`src/rtl/alu_pkg.sv`:
```
// Shared definitions for the ALU control decoder and the execute-stage ALU.
// Op codes live here so the decoder and the datapath cannot drift apart.
package alu_pkg;

    localparam int ALU_WIDTH   = 32;
    localparam int ALU_SHAMT_W = 5;

    localparam logic [3:0] ALU_ADD     = 4'b0000;
    localparam logic [3:0] ALU_SUB     = 4'b0001;
    localparam logic [3:0] ALU_OR      = 4'b0010;
    localparam logic [3:0] ALU_AND     = 4'b0011;
    localparam logic [3:0] ALU_LUI     = 4'b0100;
    localparam logic [3:0] ALU_NOR     = 4'b0101;
    localparam logic [3:0] ALU_SLL     = 4'b0110;
    localparam logic [3:0] ALU_SRL     = 4'b0111;
    localparam logic [3:0] ALU_BRANCH  = 4'b1000;
    localparam logic [3:0] ALU_JR      = 4'b1001;
    localparam logic [3:0] ALU_INVALID = 4'b1111;

    typedef enum logic {
        ST_IDLE  = 1'b0,
        ST_SHIFT = 1'b1
    } alu_state_e;

    // Shifts are the only ops that may run over several cycles.
    function automatic logic isShiftOp(input logic [3:0] op);
        return (op == ALU_SLL) || (op == ALU_SRL);
    endfunction

endpackage

```
`src/rtl/alu_shift_iter.sv`:
```
// Bit-serial shifter: holds the operand being shifted, the remaining count
// and the direction latched at load time; moves one position per step.
module alu_shift_iter #(
    parameter int WIDTH   = 32,
    parameter int SHAMT_W = 5
) (
    input  logic               clk,
    input  logic               reset,
    input  logic               load_i,
    input  logic               step_i,
    input  logic               dirLeft_i,
    input  logic [WIDTH-1:0]   data_i,
    input  logic [SHAMT_W-1:0] amount_i,
    output logic [WIDTH-1:0]   next_o,
    output logic               last_o
);

    logic [WIDTH-1:0]   shiftReg_q, shiftReg_d;
    logic [SHAMT_W-1:0] count_q, count_d;
    logic               left_q, left_d;

    // Value after one more position in the latched direction, zero filled.
    always_comb begin
        next_o = left_q ? (shiftReg_q << 1) : (shiftReg_q >> 1);
    end

    // The step that consumes the final count produces the finished result.
    assign last_o = (count_q == SHAMT_W'(1));

    // Load on accept, otherwise advance one position per step until exhausted.
    always_comb begin
        shiftReg_d = shiftReg_q;
        count_d    = count_q;
        left_d     = left_q;
        if (load_i) begin
            shiftReg_d = data_i;
            count_d    = amount_i;
            left_d     = dirLeft_i;
        end else if (step_i && (count_q != '0)) begin
            shiftReg_d = next_o;
            count_d    = count_q - SHAMT_W'(1);
        end
    end

    // Shift state registers, cleared by the asynchronous reset.
    always_ff @(posedge clk or posedge reset) begin
        if (reset) begin
            shiftReg_q <= '0;
            count_q    <= '0;
            left_q     <= 1'b0;
        end else begin
            shiftReg_q <= shiftReg_d;
            count_q    <= count_d;
            left_q     <= left_d;
        end
    end

endmodule

```
`src/rtl/alu_seq_exec.sv`:
```
// Execute-stage ALU with a start/busy/done handshake. Single-cycle ops
// finish on the accept edge; non-zero shifts run bit-serially one position
// per clock so the multicycle controller stalls on busy.
module alu_seq_exec
    import alu_pkg::*;
#(
    parameter int WIDTH   = ALU_WIDTH,
    parameter int SHAMT_W = ALU_SHAMT_W
) (
    input  logic               clk,
    input  logic               reset,
    input  logic               start,
    input  logic [3:0]         ALUOperation,
    input  logic [WIDTH-1:0]   A,
    input  logic [WIDTH-1:0]   B,
    input  logic [SHAMT_W-1:0] shamt,
    output logic               busy,
    output logic               done,
    output logic [WIDTH-1:0]   ALUResult,
    output logic               Zero
);

    alu_state_e       state_q, state_d;
    logic [WIDTH-1:0] result_q, result_d;
    logic             zero_q, zero_d;
    logic             done_q, done_d;
    logic [WIDTH-1:0] singleResult;
    logic             shLoad;
    logic             shStep;
    logic [WIDTH-1:0] shNext;
    logic             shLast;

    alu_shift_iter #(
        .WIDTH   (WIDTH),
        .SHAMT_W (SHAMT_W)
    ) u_shift (
        .clk       (clk),
        .reset     (reset),
        .load_i    (shLoad),
        .step_i    (shStep),
        .dirLeft_i (ALUOperation == ALU_SLL),
        .data_i    (B),
        .amount_i  (shamt),
        .next_o    (shNext),
        .last_o    (shLast)
    );

    // Result of every op that completes on the accept edge; a shift by zero
    // is simply B, and undefined codes produce zero.
    always_comb begin
        singleResult = '0;
        case (ALUOperation)
            ALU_ADD:            singleResult = A + B;
            ALU_SUB:            singleResult = A - B;
            ALU_OR:             singleResult = A | B;
            ALU_AND:            singleResult = A & B;
            ALU_LUI:            singleResult = WIDTH'({B[15:0], 16'h0000});
            ALU_NOR:            singleResult = ~(A | B);
            ALU_SLL, ALU_SRL:   singleResult = B;
            ALU_BRANCH:         singleResult = A - B;
            ALU_JR:             singleResult = A;
            default:            singleResult = '0;
        endcase
    end

    // Handshake FSM: accept in IDLE, step the shifter in SHIFT, and update
    // the result, Zero and done together only when an op finishes.
    always_comb begin
        state_d  = state_q;
        result_d = result_q;
        zero_d   = zero_q;
        done_d   = 1'b0;
        shLoad   = 1'b0;
        shStep   = 1'b0;
        case (state_q)
            ST_IDLE: begin
                if (start) begin
                    if (isShiftOp(ALUOperation) && (shamt != '0)) begin
                        shLoad  = 1'b1;
                        state_d = ST_SHIFT;
                    end else begin
                        result_d = singleResult;
                        zero_d   = (singleResult == '0);
                        done_d   = 1'b1;
                    end
                end
            end
            ST_SHIFT: begin
                shStep = 1'b1;
                if (shLast) begin
                    result_d = shNext;
                    zero_d   = (shNext == '0);
                    done_d   = 1'b1;
                    state_d  = ST_IDLE;
                end
            end
            default: begin
                state_d = ST_IDLE;
            end
        endcase
    end

    // State and output registers; reset aborts any shift with no done.
    always_ff @(posedge clk or posedge reset) begin
        if (reset) begin
            state_q  <= ST_IDLE;
            result_q <= '0;
            zero_q   <= 1'b1;
            done_q   <= 1'b0;
        end else begin
            state_q  <= state_d;
            result_q <= result_d;
            zero_q   <= zero_d;
            done_q   <= done_d;
        end
    end

    assign busy      = (state_q == ST_SHIFT);
    assign done      = done_q;
    assign ALUResult = result_q;
    assign Zero      = zero_q;

endmodule
```
`config.mk`:
```
export PLATFORM = sky130hd
export DESIGN_NAME = alu_seq_exec
export DESIGN_NICKNAME = d
export VERILOG_FILES = /design/src/rtl/alu_pkg.sv /design/src/rtl/alu_shift_iter.sv /design/src/rtl/alu_seq_exec.sv
export SDC_FILE = /design/constraint.sdc
export NUM_CORES = 1
export LEC_CHECK = 0
export CORE_UTILIZATION = 55
export CTS_CLUSTER_SIZE = 12
export DETAILED_ROUTE_END_ITERATION = 7
export PLACE_DENSITY = 0.8
export SYNTH_ARGS = -nofsm -noshare
export SYNTH_HDL_FRONTEND = slang
export SYNTH_SLANG_ARGS = --single-unit
```
`constraint.sdc`:
```
create_clock -name clk -period 2.3 [get_ports clk]
set_input_delay 0.23 -clock clk [delete_from_list [all_inputs] [get_ports clk]]
set_output_delay 0.23 -clock clk [all_outputs]
set_load 0.03 [all_outputs]
```
==> metrics.txt, run 1 <==
status=stopped before the end; last stage reached=global routing (5_1_grt); error message=[ERROR GRT-0232] Routing congestion too high. Check the congestion heatmap in the GUI.; CTS H-tree lvls=3; Ports=111; Synth Instances=1084; GR repair worst EP=Zero$_DFFE_PP1P_/D; Post-synth EDFFs=0; cell area after synthesis=0.008083 mm2; GRT Total Usage=97.38%; unique cell type count in the Yosys netlist=78; top-count cell post-synth=a21oi_1; GRT overflow=1046; sequential area share after synthesis=22.62%; row count=43; Synth area leader=dfrtp_1; dpl hpwl=26780 um; CTS max path bufs=2; Synth Area per Inst=7.456 um2; Commonest cells post-synth=a21oi_1 (123), nor2_1 (107), o21ai_0 (105), nand2_1 (93), clkbuf_1 (84); Seq cells post-synth=73; gpl congestion=1.057; syn nets=about 1200; # port buffers=110; largest net degree at the start of global routing=74; synth warn=0; hold_buf cts=0; Die X=123.2 um; CTS buffer count=9; Place WS=-2273 ps; asr flop ratio synth=100.0%; Starting Density=57.34%; Clock Sinks=73; top-area cell type share of the netlist area=between 20% and 30%; Worst End Pin Type=register input; synth top area cells=dfrtp_1 (22%), a21oi_1 (7.6%), o21ai_0 (6.5%), ha_1 (5.7%), nor2_1 (5.0%); ys flop type=dfrtp_1; CTS root buf=clkbuf_16; die height=roughly 120 um
logic make-up after synthesis:
kind of cell / after synthesis / share of synthesized area [%]
xor gates and xnor gates: 48 / 5.201
buffers and inverters: 120 / 6.331
muxes: 48 / 6.099
DFF: 73 / 22.62
and+or+nand+nor: 339 / 20.08
AOI/OAI and AO/OA: 418 / 33.70
adders and majority gates: 38 / 5.975
repair_timing:
action                                 in CTS
endpoints found under the hold margin       0
setup endpoints to repair                  74
pin swaps                                 129
resized for setup                         272
buffers inserted                           46
metal layers:
layer / GRT usage, % / GRT overflow
met1: 86.51 / 9
met2: 124.4 / 747
met3: 75.74 / 14
met4: 113.5 / 272
met5: 48.61 / 4
through the flow:
| step | cells | hold WS [ps] | setup TNS (ps) | area (um2) | utilization [%] |
|---|---|---|---|---|---|
| floorplan | 1084 | 346.0 | -25770 | 8531 | - |
| detailed placement | 1560 | 495.6 | -88410 | 11490 | 81.48 |
| CTS | 1614 | 315.4 | -23020 | 12870 | 91.32 |
| global placement | 1560 | 496.2 | -84860 | 11490 | 81.48 |
==> inputs of run 2 (changes only) <==
--- a/config.mk
+++ b/config.mk
@@ -5,10 +5,9 @@
 export SDC_FILE = /design/constraint.sdc
 export NUM_CORES = 1
 export LEC_CHECK = 0
-export CORE_UTILIZATION = 55
-export CTS_CLUSTER_SIZE = 12
+export CORE_UTILIZATION = 40
 export DETAILED_ROUTE_END_ITERATION = 7
-export PLACE_DENSITY = 0.8
+export PLACE_DENSITY_LB_ADDON = 0.15
 export SYNTH_ARGS = -nofsm -noshare
 export SYNTH_HDL_FRONTEND = slang
 export SYNTH_SLANG_ARGS = --single-unit
==> metrics.txt, run 2 <==
Cell Count Post-Placement=1658 (+6.3%); synth top area cells=dfrtp_1 (22%), a21oi_1 (7.6%), o21ai_0 (6.5%), ha_1 (5.7%), nor2_1 (5.0%); WS Path Type=in -> reg; insertion delay to the later sink of the worst-skew pair=between 300 and 400 ps; Pwr Total=~11000 uW; FF-to-FF Start=busy; top-area cell type share of the netlist area=22.29% (unchanged); R2R Setup Slk=-360 ps; clock tree from TritonCTS=built; initial antenna violation count=0; reg2reg path depth=9; status=finished with violations; Die X=144.2 um (+17%); CTS root buf=clkbuf_16; die height=144.2 um (+17%); Buf+Inv Stages, Crit Path=4; top-count cell post-synth=a21oi_1; CTS buffer count=9 (unchanged); asr flop ratio synth=100.0% (unchanged); sequential area share after synthesis=22.62% (unchanged); Synth Instances=1084 (unchanged); unique cell type count in the Yosys netlist=78 (unchanged); crit path launch type=input pin; VDD IR max=0.0006542 V; CP endpoint kind=register; share of layout cells above drive strength 1=between 40% and 50%; Slew Limit Fails=0; die area=0.02078 mm2; Clock Sinks=73 (unchanged); DRT iter0 DRCs=1266; fin crit share=165.6%; core area=0.01965 mm2; slowest CP cell=or3_4; dpl hpwl=26570 um (-0.81%); RSZ-0062 raised after global routing=true; max cap viols=0; Relative slew margins=approximately 62%; Seq cells post-synth=73 (unchanged); CTS max path bufs=2 (unchanged); final setup vio count=30; Commonest cells post-synth=a21oi_1 (123), nor2_1 (107), o21ai_0 (105), nand2_1 (93), clkbuf_1 (84); CP top delay family=simple AND/OR/NAND/NOR gates; DR vias=between 10000 and 15000; power per cell area=800.2 mW/mm2; Crit path arrival time=4080 ps; Hold Fails Final Rpt=0; PnR worst setup slack=-1508 ps; Starting Density=41.13% (-16 points); Nets=1575; slew at the pin with the worst max-slew slack=568.9 ps; gpl congestion=0.9837 (-6.9%); failing checks=setup timing; synth warn=0 (unchanged); row count=51 (+19%); worst min path class=in -> async; Synth Area per Inst=7.456 um2 (unchanged); Leak=0.005973 uW; commonest non-fill, non-tap cell in the layout=buf_4; ant diodes=0; worst path required time=2570 ps; Ports=111 (unchanged); vias in the first global route=9999; ys flop type=dfrtp_1; P&R area growth vs syn=71.80%; first-pass GRT wire length=54840 um; clock skew=roughly 6.0 ps; CP Max Fanout=4; # DRC=0; cell area after synthesis=0.008083 mm2 (unchanged); crit-path max cell delay=380 ps; hold_buf cts=0 (unchanged); drt via density=6.113; Max Fclk=roughly 260 MHz; Final min period=3808 ps; CTS H-tree lvls=3 (unchanged); syn nets=1198 (unchanged); Post-synth EDFFs=0 (unchanged); GRT overflow=0; non-filler cells, final=roughly 1700; first drt pass iteration count=6; Synth area leader=dfrtp_1; # port buffers=110 (unchanged); WL final=37190 um; most frequent cells in the layout=buf_4 (291), nor2_1 (98), clkdlybuf4s50_1 (87); Post-DRT Antenna Nets=0; r2r endpoint=Zero; largest net degree at the start of global routing=64; Wirelength per Cell=21.50 um; GRT Total Usage=34.75%; CTS clk-pin slew, worst paths=60 ps; CP cell instances=buf_8 -> or3_4 -> or3_4 -> nor3_4 -> buf_6 -> a21oi_2 -> xnor2_2 -> ha_4 -> a21o_1 -> a21oi_2 -> o211ai_1 -> nor2_2 -> a2111oi_4 -> buf_4 -> buf_4 -> nor4_4 -> o31ai_4 -> nor4_2 -> nand4_1 -> o21ai_1
## run 2: power by group
group	leakage, uW	internal (uW)	switching (uW)
Clock	0.000148	889	515
Sequential	0.000900	1860	390
Combinational	0.00492	3380	4080
Total	0.00597	6130	4980
## run 2: cell type report
type	count	area, um2
Sequential cell	73	1829
Clock inverter	3	40.04
Tap cell	265	331.6
Multi-Input combinational cell	891	7284
Clock buffer	12	256.5
Fill cell	1580	5768
Timing Repair Buffer	465	4065
Inverter	21	78.83
## run 2: metal layers
layer / track usage [%] / share of wire (%)
met1: 43.80 / 39
met3: 5.596 / 8.5
met2: 58.99 / 47
met4: 13.96 / 5.1
met5: 0 / 0
## run 2: through the flow
| step | util, % | setup TNS (ps) | instance area, um2 | worst slack [ps] | hold WS [ps] |
|---|---|---|---|---|---|
| after global placement | 59.52 | -88410 | 11700 | -2487 | 491.2 |
| after CTS | 66.70 | -26670 | 13110 | -1394 | 286.5 |
| after floorplan | - | -25770 | 8531 | -1544 | 346.0 |
| after detailed placement | 59.52 | -88940 | 11700 | -2516 | 495.4 |
| after global routing | 70.65 | -29850 | 13890 | -1620 | 324.3 |
| final | 70.65 | -26660 | 13890 | -1508 | 274.6 |
## run 2: worst max path at each step
stage	slack [ps]	to	startpoint	depth (start not counted)
after floorplan	-1540	Zero	B[10]	18
after global placement	-2490	Zero	B[11]	18
after detailed placement	-2520	Zero	B[11]	18
after CTS	-1390	Zero	B[9]	20
after global routing	-1620	Zero	B[9]	20
final	-1510	Zero	B[9]	20
## run 2: logic make-up (layout without fill, tap and decap cells)
family,count (synthesis),after routing,share of synthesized area (%)
compound gates,418,418,33.70
simple gates,339,339,20.08
buf+inv,120,501,6.331
flops,73,73,22.62
xor+xnor,48,48,5.201
mux,48,48,6.099
fa+ha+maj,38,38,5.975
## run 2: what timing repair did
action / 4_1_cts / 5_1_grt
pin swaps: 115 / 123
endpoints found under the setup margin: 73 / 59
setup buffers: 51 / 31
gates resized for setup: 244 / 145
Note: power is estimated with default switching activity, not from simulation.
